--- src/rtl/wb_stage_gen.sv ---
// wb_stage_gen: writeback stage that commits register/CSR writes, raises exceptions and ertn flushes,
// and counts retired instructions.
module wb_stage_gen #(
  parameter int XLEN     = 32,
  parameter int RADDR_W  = 5,
  parameter int CSR_W    = 14,
  parameter int CNT_W    = 32,
  parameter int CSR_WAIT = 1
) (
  input  logic               clk,
  input  logic               resetn,
  input  logic               mem_to_wb_valid,
  output logic               wb_allowin,
  input  logic [XLEN-1:0]    mem_pc,
  input  logic               mem_rf_we,
  input  logic [RADDR_W-1:0] mem_rf_waddr,
  input  logic [XLEN-1:0]    mem_rf_wdata,
  input  logic               mem_csr_re,
  input  logic               mem_csr_we,
  input  logic [CSR_W-1:0]   mem_csr_num,
  input  logic [XLEN-1:0]    mem_csr_wmask,
  input  logic [XLEN-1:0]    mem_csr_wvalue,
  input  logic               mem_ertn,
  input  logic               mem_ex,
  input  logic [5:0]         mem_ecode,
  input  logic [8:0]         mem_esubcode,
  input  logic [XLEN-1:0]    csr_rvalue,
  input  logic               csr_ready,
  output logic               csr_re,
  output logic               csr_we,
  output logic [CSR_W-1:0]   csr_num,
  output logic [XLEN-1:0]    csr_wmask,
  output logic [XLEN-1:0]    csr_wvalue,
  output logic               rf_we,
  output logic [RADDR_W-1:0] rf_waddr,
  output logic [XLEN-1:0]    rf_wdata,
  output logic               wb_ex,
  output logic [5:0]         wb_ecode,
  output logic [8:0]         wb_esubcode,
  output logic [XLEN-1:0]    wb_ex_pc,
  output logic               ertn_flush,
  output logic               wb_flush,
  output logic [CNT_W-1:0]   retire_cnt,
  output logic [XLEN-1:0]    debug_wb_pc,
  output logic [3:0]         debug_wb_rf_we,
  output logic [RADDR_W-1:0] debug_wb_rf_wnum,
  output logic [XLEN-1:0]    debug_wb_rf_wdata
);
  localparam bit NO_WAIT = (CSR_WAIT == 0);
  logic               wb_valid_q, wb_valid_d;
  logic [XLEN-1:0]    pc_q;
  logic               rf_we_q;
  logic [RADDR_W-1:0] rf_waddr_q;
  logic [XLEN-1:0]    rf_wdata_q;
  logic               csr_re_q, csr_we_q;
  logic [CSR_W-1:0]   csr_num_q;
  logic [XLEN-1:0]    csr_wmask_q, csr_wvalue_q;
  logic               ertn_q, ex_q;
  logic [5:0]         ecode_q;
  logic [8:0]         esubcode_q;
  logic [CNT_W-1:0]   retire_cnt_q, retire_cnt_d;
  logic               ready_go, commit, load;
  assign ready_go     = ~(csr_re_q | csr_we_q) | csr_ready | NO_WAIT;
  assign commit       = wb_valid_q & ready_go;
  assign wb_allowin   = ~wb_valid_q | ready_go;
  assign load         = mem_to_wb_valid & wb_allowin & ~wb_flush;
  assign wb_valid_d   = wb_allowin ? (mem_to_wb_valid & ~wb_flush) : wb_valid_q;
  assign retire_cnt_d = retire_cnt_q + CNT_W'(commit & ~ex_q);
  always_ff @(posedge clk) begin
    if (!resetn) begin
      wb_valid_q   <= 1'b0;
      retire_cnt_q <= '0;
      pc_q         <= '0;
      rf_we_q      <= 1'b0;
      rf_waddr_q   <= '0;
      rf_wdata_q   <= '0;
      csr_re_q     <= 1'b0;
      csr_we_q     <= 1'b0;
      csr_num_q    <= '0;
      csr_wmask_q  <= '0;
      csr_wvalue_q <= '0;
      ertn_q       <= 1'b0;
      ex_q         <= 1'b0;
      ecode_q      <= '0;
      esubcode_q   <= '0;
    end else begin
      wb_valid_q   <= wb_valid_d;
      retire_cnt_q <= retire_cnt_d;
      if (load) begin
        pc_q         <= mem_pc;
        rf_we_q      <= mem_rf_we;
        rf_waddr_q   <= mem_rf_waddr;
        rf_wdata_q   <= mem_rf_wdata;
        csr_re_q     <= mem_csr_re;
        csr_we_q     <= mem_csr_we;
        csr_num_q    <= mem_csr_num;
        csr_wmask_q  <= mem_csr_wmask;
        csr_wvalue_q <= mem_csr_wvalue;
        ertn_q       <= mem_ertn;
        ex_q         <= mem_ex;
        ecode_q      <= mem_ecode;
        esubcode_q   <= mem_esubcode;
      end
    end
  end
  // CSR strobes come straight from held fields, so they stay stable across a wait
  assign csr_re     = wb_valid_q & csr_re_q & ~ex_q;
  assign csr_we     = commit & csr_we_q & ~ex_q;
  assign csr_num    = csr_num_q;
  assign csr_wmask  = csr_wmask_q;
  assign csr_wvalue = csr_wvalue_q;
  assign rf_we      = commit & rf_we_q & ~ex_q;
  assign rf_waddr   = rf_waddr_q;
  assign rf_wdata   = csr_re_q ? csr_rvalue : rf_wdata_q;
  assign wb_ex       = commit & ex_q;
  assign wb_ecode    = ecode_q;
  assign wb_esubcode = esubcode_q;
  assign wb_ex_pc    = pc_q;
  assign ertn_flush  = commit & ertn_q & ~ex_q;
  assign wb_flush    = wb_ex | ertn_flush;
  assign retire_cnt  = retire_cnt_q;
  assign debug_wb_pc       = pc_q;
  assign debug_wb_rf_we    = {4{rf_we}};
  assign debug_wb_rf_wnum  = rf_waddr;
  assign debug_wb_rf_wdata = rf_wdata;
endmodule

--- config.mk ---
export PLATFORM = sky130hd
export DESIGN_NAME = wb_stage_gen
export DESIGN_NICKNAME = d
export VERILOG_FILES = /design/src/rtl/wb_stage_gen.sv
export SDC_FILE = /design/constraint.sdc
export NUM_CORES = 1
export LEC_CHECK = 0
export BUFFER_PORTS_ARGS = -buffer_cell sky130_fd_sc_hd__buf_2
export CORE_AREA = 4 4 185 187
export CTS_CLUSTER_DIAMETER = 200
export DETAILED_ROUTE_END_ITERATION = 16
export DIE_AREA = 0 0 189 191
export GPL_ROUTABILITY_DRIVEN = 0
export PLACE_DENSITY = 0.57
export SLEW_MARGIN = 20
export SYNTH_ARGS = -nofsm -noshare
export SYNTH_HDL_FRONTEND = slang
export SYNTH_SLANG_ARGS = --single-unit
--- constraint.sdc ---
create_clock -name clk -period 3.2 [get_ports clk]
set_input_delay 0.32 -clock clk [delete_from_list [all_inputs] [get_ports clk]]
set_output_delay 0.32 -clock clk [all_outputs]
set_load 0.005 [all_outputs]
==> metrics.cfg <==
[timing]
whs_ns = 0.119
fmax_ghz = 0.367
fin_crit_ns = 2.72
fin_crit_sh = 0.851
fin_ws_ns = 0.476
rsz0062_at_grt = no
final_max_slew_viol_count = 0
slew_headroom = 0.466
finalSetupViolCount = 0
worstMarginPinSlew_ns = 0.801
clock-skew-final_ns = 0.0122
tns_ns = 0
finalHoldViolCount = 0

[clock_network]
cts-root-buf = clkbuf_16
clk-insertion-delay-late_ns = 0.44
clock-sinks = 200
post_cts_buffers = 0
clkTransAtPathRegs_ns = 0.08
htree_num_levels = 4
cts_buffers = 17
clk_path_buf_depth = 2
cts_tree = done
cts_hold_buffers = 0
cts_resized = 0

[critical_path]
cp_top_family = simple AND/OR/NAND/NOR gates
critPathSlowestCell = or4_1
crit_path_start_kind = register
cp_max_fo = 14
required_ns = 3.57
critPathMaxStageDelay_ns = 0.48
ff2ff_setup_slack_ns = 0.48
crit_top_cell = ha_1
path_buf_inv = 0
worstPathCellList = o21bai_1, nand2_1, nor2_1, ha_1, ha_1, nand4_1, or3_4, or4_1, a21oi_1
critPathKind = register to register
end_kind = register
arrival_ns = 3.10

[layout]
fillers = 3465
final_cell_mix = buf_2, dfxtp_1, nand3_1
area_growth_pct = 32.5
drive_gt1_frac = 0.401
fin_nets = 1606
multiInputGateArea_mm2 = 0.00385
antenna_cells = 0
final_common_cell = buf_2
ff_latch_area_mm2 = 0.00400

[yosys]
synth.ff_latch_count = 200
yosysSeqAreaShare = 0.454
yosys-top-cells-area = dfxtp_1, nand3_1, a21oi_1
syn_nets = 1270
ys_warn_count = 0
synthCells = 1064
syn_area_mm2 = 0.00881
synthDominantCellAreaShare = 0.454
synth_cell_types = 38
synth_top_cell_by_area = dfxtp_1
syn_avg_cell_area_um2 = 8.28

[route]
vias_per_cell = 4.91
drt-total-wl_um = 31600
avgRoutedWirePerCell_um = 17.0
vias = 9101
drt_drc_violations_left = 0
firstDrtPassIters = 5
drt_iter0_drc = 486
drtAntennaViolNets = 0

[power]
p_leak_nw = 5.30
p_per_area_mw_per_mm2 = 503
peakVddDrop_mv = 0.357

[status]
outcome = finished clean

[global_routing]
grt_pass1_vias = 8689
grt_usage = 0.164
grt_max_degree = 169
antenna_found_initial = 0
grt_first_pass_wirelength_um = 48200
grt_overflow_total = 0

[die]
die_height_um = 191
initial_core_util = 0.271
rows = 66
core_area_mm2 = 0.0325
die_w_um = 189
dieArea_mm2 = 0.0361
io_pins = 477

[place]
dp_hpwl_um = 22100
post-place-ws_ns = 0.505
portBuffers = 476

[flow_run]
max_cap_viol_count = 0

[hold_path]
hp-class = input port to register

==> cells in the mapped netlist, drive strengths merged <==
cell,instances
a21boi,1
a21oi,182
and2,5
and3,5
and4,4
buf,94
clkbuf,80
clkinv,1
dfxtp,200
ha,3
inv,5
mux2,32
mux2i,3
nand2,12
nand2b,3
nand3,184
nand4,9
nor2,17
nor3,3
nor4,6
o21ai,173
o21ba,1
o21bai,1
o31ai,10
or3,6
or4,11
xnor2,7
xor2,6
==> sequential cells by signal (all words and copies together), names as in the netlist, 6 cells and up <==
signal	count
debug_wb_pc	32
rf_wdata_q	32
wb_esubcode	9
csr_wmask	32
csr_wvalue	32
csr_num	14
wb_ecode	6
retire_cnt	32
==> layout make-up <==
class                      instances  share of cell area
sequential                       200               0.343
multi-input combinational        684               0.330
timing repair buffer             491               0.223
tap                              442              0.0474
clock buffer                      21              0.0412
clock inverter                    11              0.0136
inverter                           6             0.00257
==> layer usage <==
layer,global-route usage,vias to the layer above,routed length (um)
li1,-,4390,-
met1,0.202,4297,13000
met2,0.265,374,14900
met3,0.0610,40,2950
met4,0.0530,0,633
met5,0,-,0
==> tightest hold or removal path, stage by stage <==
cell and delay, ns:
buf_2 0.09, nand3_1 0.05, a21oi_1 0.05
==> power by group <==
part	leakage [nW]	switching (mW)	internal (mW)
logic	3.35	0.455	0.379
clock network	0.305	1.01	1.33
registers	1.64	0.0723	2.62
total	5.30	1.54	4.33
==> through the flow <==
stage                     instances  total power [mW]  utilization  instance area [um2]
after floorplan                1064              3.21            -                 8810
after global placement         1823              3.58        0.340                11000
after detailed placement       1823              3.60        0.340                11000
after CTS                      1855              5.96        0.360                11700
after global routing           1855              6.15        0.360                11700
final                          1855              5.87        0.360                11700
==> path summary, 6_finish.rpt <==
check        cells after the start                from        endpoint
min                              3  mem_csr_wvalue[14]  csr_wvalue[14]
max                              9            csr_we_q  retire_cnt[30]
min reg2reg                      2      csr_wvalue[18]  csr_wvalue[18]
max reg2reg                      9            csr_we_q  retire_cnt[30]
==> logic make-up after synthesis <==
family | after synthesis | synth area share
buffers and inverters | 180 | 0.111
adder cells (fa/ha/maj) | 3 | 0.00426
AND/OR/NAND/NOR | 265 | 0.159
AO/OA/AOI/OAI | 368 | 0.214
flip-flops | 200 | 0.454
multiplexers | 35 | 0.0443
XOR/XNOR | 13 | 0.0129
Note: power is estimated with default switching activity, not from simulation.
